--- config.mk ---
export PLATFORM = sky130hd
export DESIGN_NAME = bram_master
export DESIGN_NICKNAME = d
export VERILOG_FILES = /design/src/rtl/bram_master.sv
export SDC_FILE = /design/constraint.sdc
export NUM_CORES = 1
export LEC_CHECK = 0
export CAP_MARGIN = 20
export CORE_MARGIN = 1.5
export CORE_UTILIZATION = 63
export DETAILED_ROUTE_END_ITERATION = 7
export DONT_BUFFER_PORTS = 1
export HOLD_SLACK_MARGIN = 0.06
export PLACE_DENSITY = 0.8
export SYNTH_ARGS = -nofsm -noshare
export SYNTH_HDL_FRONTEND = slang
export SYNTH_SLANG_ARGS = --single-unit
--- constraint.sdc ---
create_clock -name clk -period 2.25 [get_ports clk]
set_input_delay 0.45 -clock clk [delete_from_list [all_inputs] [get_ports clk]]
set_output_delay 0.45 -clock clk [all_outputs]
set_load 0.05 [all_outputs]
--- src/rtl/bram_master.sv ---
// Single-outstanding CPU load/store master for a synchronous single-port block RAM.
// Handles byte/half/word lanes, load extension, and rejects misaligned or out-of-range requests.
module bram_master #(
    parameter int RAM_ADDR_WIDTH = 13,
    parameter int RAM_BUS_WIDTH  = 32
) (
    input  logic                      clk,
    input  logic                      rst_n,
    input  logic                      req_valid,
    output logic                      req_ready,
    input  logic                      req_we,
    input  logic [31:0]               req_addr,
    input  logic [1:0]                req_size,
    input  logic                      req_unsigned,
    input  logic [31:0]               req_wdata,
    output logic                      rsp_valid,
    output logic [31:0]               rsp_rdata,
    output logic                      rsp_err,
    output logic [3:0]                mem_we,
    output logic [RAM_ADDR_WIDTH-1:0] mem_addr,
    output logic [RAM_BUS_WIDTH-1:0]  mem_data,
    input  logic [RAM_BUS_WIDTH-1:0]  mem_out
);

    typedef enum logic [1:0] {IDLE, ISSUE, WAIT, RESP} state_t;

    state_t                    state_reg;
    logic                      ready_reg;
    logic                      we_reg;
    logic                      unsigned_reg;
    logic [1:0]                size_reg;
    logic [1:0]                lane_reg;
    logic [3:0]                mem_we_reg;
    logic [RAM_ADDR_WIDTH-1:0] mem_addr_reg;
    logic [31:0]               mem_data_reg;
    logic                      rsp_valid_reg;
    logic                      rsp_err_reg;
    logic [31:0]               rsp_rdata_reg;

    logic        req_err;
    logic [3:0]  store_mask;
    logic [31:0] store_data;
    logic [31:0] load_data;
    logic [7:0]  out_byte [4];
    logic [15:0] out_half [2];

    assign req_ready = ready_reg;
    assign rsp_valid = rsp_valid_reg;
    assign rsp_err   = rsp_err_reg;
    assign rsp_rdata = rsp_rdata_reg;
    assign mem_we    = mem_we_reg;
    assign mem_addr  = mem_addr_reg;
    assign mem_data  = mem_data_reg;

    genvar gi;
    for (gi = 0; gi < 4; gi++) begin : g_byte
        assign out_byte[gi] = mem_out[8*gi +: 8];
    end
    for (gi = 0; gi < 2; gi++) begin : g_half
        assign out_half[gi] = mem_out[16*gi +: 16];
    end

    // Any address bit above the RAM window, misalignment or the reserved size rejects the request.
    always_comb begin
        req_err = (req_addr >> (RAM_ADDR_WIDTH + 2)) != 32'd0;
        case (req_size)
            2'b00:   ;
            2'b01:   if (req_addr[0]) req_err = 1'b1;
            2'b10:   if (req_addr[1:0] != 2'b00) req_err = 1'b1;
            default: req_err = 1'b1;
        endcase
    end

    always_comb begin
        store_mask = 4'b1111;
        store_data = req_wdata;
        case (req_size)
            2'b00: begin
                store_mask = 4'b0001 << req_addr[1:0];
                store_data = {4{req_wdata[7:0]}};
            end
            2'b01: begin
                store_mask = req_addr[1] ? 4'b1100 : 4'b0011;
                store_data = {2{req_wdata[15:0]}};
            end
            default: ;
        endcase
    end

    always_comb begin
        load_data = mem_out;
        case (size_reg)
            2'b00:   load_data = {{24{~unsigned_reg & out_byte[lane_reg][7]}}, out_byte[lane_reg]};
            2'b01:   load_data = {{16{~unsigned_reg & out_half[lane_reg[1]][15]}}, out_half[lane_reg[1]]};
            default: ;
        endcase
    end

    // ready is registered so it stays low throughout reset and rises one edge after release.
    always_ff @(posedge clk or negedge rst_n) begin
        if (!rst_n) begin
            state_reg     <= IDLE;
            ready_reg     <= 1'b0;
            we_reg        <= 1'b0;
            unsigned_reg  <= 1'b0;
            size_reg      <= 2'b00;
            lane_reg      <= 2'b00;
            mem_we_reg    <= 4'b0000;
            mem_addr_reg  <= '0;
            mem_data_reg  <= 32'd0;
            rsp_valid_reg <= 1'b0;
            rsp_err_reg   <= 1'b0;
            rsp_rdata_reg <= 32'd0;
        end else begin
            ready_reg     <= 1'b0;
            mem_we_reg    <= 4'b0000;
            rsp_valid_reg <= 1'b0;
            case (state_reg)
                IDLE: begin
                    ready_reg <= 1'b1;
                    if (req_valid && ready_reg) begin
                        ready_reg    <= 1'b0;
                        we_reg       <= req_we;
                        unsigned_reg <= req_unsigned;
                        size_reg     <= req_size;
                        lane_reg     <= req_addr[1:0];
                        if (req_err) begin
                            state_reg     <= RESP;
                            rsp_valid_reg <= 1'b1;
                            rsp_err_reg   <= 1'b1;
                            rsp_rdata_reg <= 32'd0;
                        end else begin
                            state_reg    <= ISSUE;
                            mem_addr_reg <= req_addr[RAM_ADDR_WIDTH+1:2];
                            if (req_we) begin
                                mem_we_reg   <= store_mask;
                                mem_data_reg <= store_data;
                            end
                        end
                    end
                end
                ISSUE: begin
                    if (we_reg) begin
                        state_reg     <= RESP;
                        rsp_valid_reg <= 1'b1;
                        rsp_err_reg   <= 1'b0;
                        rsp_rdata_reg <= 32'd0;
                    end else begin
                        state_reg <= WAIT;
                    end
                end
                WAIT: begin
                    state_reg     <= RESP;
                    rsp_valid_reg <= 1'b1;
                    rsp_err_reg   <= 1'b0;
                    rsp_rdata_reg <= load_data;
                end
                default: begin
                    state_reg <= IDLE;
                    ready_reg <= 1'b1;
                end
            endcase
        end
    end

endmodule
==> results.py <==
metrics = {
    "outcome": {
        "outcome": "finished with violations",
        "failed_checks": "negative hold slack",
    },
    "timing": {
        "hold_slack_ns": -0.2119,
        "finalHoldViolations": 92,
        "setup_tns_ns": 0,
        "final-max-slew-violation-count": 0,
        "finalCriticalPeriod_ns": 2.089,
        "rsz0062_at_grt": "no",
        "slew_headroom": 0.3798,
        "fin_skew_ns": 0.01240,
        "report.final.setup_viol": 0,
        "fmax_mhz": 478.7,
        "fin_crit_sh": 0.9284,
        "layout_setup_ws_ns": 0.1611,
        "worstMarginPinSlew_ns": 0.9302,
    },
    "die": {
        "die_area_sq_mm": 0.008097,
        "rows": 31,
        "start_util": 0.6537,
        "pin_count": 187,
        "die_y_microns": 89.99,
        "die_w_microns": 89.99,
        "core_sq_mm": 0.007292,
    },
    "cells_and_area": {
        "finalNetCount": 539,
        "multiInputGateArea_sq_mm": 0.002247,
        "fillers": 552,
        "ff_latch_area_sq_mm": 0.002302,
        "mostFrequentLayoutCell": "dfrtp_1",
        "diodes": 0,
        "drive_gt1_frac": 0.2194,
        "final_cell_mix": "dfrtp_1 (92), nor2_1 (36), mux2_2 (26)",
        "area.growth.synth_to_final_pct": 9.344,
    },
    "worst_setup_path": {
        "crit_fanout": 20,
        "endpoint_kind": "register",
        "path_cells": "inv_1 > ha_2 > and4_2 > nand4_1 > o21ai_4 > buf_12 > buf_6 > nor2_1 > a31oi_1",
        "cp_top_family": "simple AND/OR/NAND/NOR gates",
        "crit_slowest_cell": "dfrtp_1",
        "criticalPathCategory": "register to register",
        "critical_path.max_stage_delay_ns": 0.43,
        "worst-path-buf-inv": 3,
        "critical_path.startpoint_type": "register",
        "worst_ep_arrival_time_ns": 2.34,
        "cp.required_ns": 2.50,
    },
    "yosys": {
        "synthSimpleGateAreaFrac": 0.08976,
        "synthAdderAreaFrac": 0.02100,
        "avgSynthCellArea_sq_um": 11.22,
        "synthMuxAreaShare": 0.1843,
        "postSynthCellCount": 425,
        "ys_seq_elements": 92,
        "synthesis.area_sq_mm": 0.004767,
        "syn_nets": 536,
        "synth_largest_area_cell": "dfrtp_1",
        "synth_top_family_by_area": "multiplexers",
        "synth_compound_gate_area_share": 0.1730,
        "yosysUniqueCellTypes": 47,
        "synth_top_flop_cell": "dfrtp_1",
        "synthTopCellsByArea": "dfrtp_1 (48%), mux2_4 (7.2%), mux2_2 (6.1%), mux2i_1 (5.0%), a22oi_1 (3.5%)",
        "synth_seq_area_share": 0.4829,
        "synth_top_area_share": 0.4829,
        "yosys_warnings": 0,
        "async_flop_share": 1.000,
        "synth_xor_area_frac": 0,
        "synth_edf_count": 0,
    },
    "route": {
        "route.detailed.drc": 0,
        "wl_microns": 11420,
        "avgViaCountPerCell": 6.312,
        "avgRoutedWirePerCell_microns": 21.46,
        "first_pass_iters": 5,
        "drt_iter0_drc": 169,
        "vias": 3358,
        "ant_nets": 0,
    },
    "clock_tree": {
        "numCtsBuffers": 9,
        "worstSkewPairLatency_ns": 0.34,
        "cts_buffer_depth": 2,
        "htree_levels": 3,
        "clkSinkCount": 92,
        "path_clk_slew_ns": 0.10,
        "cts_tree": "built",
        "cts_root_buf": "clkbuf_8",
    },
    "placement": {
        "post-place-ws_ns": 0.1066,
        "place.port_buffers": 0,
        "hpwl_microns": 8355,
        "gp_routability_congestion": 0.9416,
    },
    "power_and_ir_drop": {
        "ir_worst_vdd_mv": 1.191,
        "p_leak_nw": 2.535,
        "power_w": 0.008855,
        "p_per_area_mw_per_mm2": 1699,
    },
    "grt": {
        "grt_antenna_before_repair": 0,
        "grt_overflow_total": 0,
        "track_usage": 0.2769,
        "grt_pass1_wl_microns": 17880,
        "grt_max_degree": 93,
        "first_global_vias": 3530,
    },
    "min_path": {
        "hold_class": "input port to asynchronous set/reset pin",
    },
    "job": {
        "drv_cap": 0,
    },
}
[final cells by class]
cell class              instances  share of cell area
clock buffers                  10             0.02640
clock inverters                 6             0.02232
inverters                      19             0.01368
multi-input cells             287              0.4311
flip-flops and latches         92              0.4417
well taps                      99             0.02376
repair buffers                 19             0.04105
[power breakdown]
group          total (W)  switching [W]  internal (W)
Clock            0.00138       0.000596      0.000779
Combinational    0.00279        0.00133       0.00146
Sequential       0.00469        0.00245       0.00224
[Yosys cell counts (10+ instances only)]
cell type,instances
buf_2,10
mux2_4,23
mux2_2,26
nand2_1,25
dfrtp_1,92
nor2b_1,10
a21o_1,20
inv_1,18
a22oi_1,22
nor2_1,36
mux2i_1,24
a21oi_1,21
[through the flow]
stage / cell area (sq um) / util / cells
after detailed placement: 4918 / 0.6745 / 514
after CTS: 5172 / 0.7093 / 530
after global routing: 5213 / 0.7148 / 532
final: 5213 / 0.7148 / 532
after floorplan: 4767 / - / 425
after global placement: 4918 / 0.6745 / 514
[what timing repair did]
item                                    in CTS  in global routing
endpoints found under the hold margin       92                 92
endpoints found under the setup margin       0                  9
gates resized for setup                      0                  3
setup buffers                                0                  1
[worst reg2reg max path: cells and delay by family (launching register included)]
kind / cells / cell delay (ns)
flops: 1 / 0.43
compound gates: 2 / 0.40
simple gates: 3 / 0.49
buf+inv: 3 / 0.47
fa+ha+maj: 1 / 0.22
[kinds of logic after synthesis]
| family | count (synthesis) |
|---|---|
| simple gates | 91 |
| fa+ha+maj | 8 |
| flops | 92 |
| buf+inv | 46 |
| mux | 73 |
| compound gates | 115 |
[metal layers]
layer  part of all wire  track usage
met2               0.51       0.4822
met4              0.016      0.08069
met5                  0            0
met3               0.10       0.1066
met1               0.37       0.3164
[worst paths after layout]
check | slack, ns | startpoint | cells after the start | end
worst max-delay path | 0.16 | state_reg[0] | 9 | mem_data[30]
worst min-delay path | -0.21 | rst_n | 0 | rsp_rdata[9]
worst max register to register | 0.16 | state_reg[0] | 9 | mem_data[30]
worst min register to register | 0.52 | unsigned_reg | 1 | unsigned_reg
max in group asynchronous | 2.29 | rst_n | 0 | mem_data[20]
min in group clk | 0.25 | req_wdata[7] | 1 | mem_data[7]
Power figures use the tool's default switching activity.
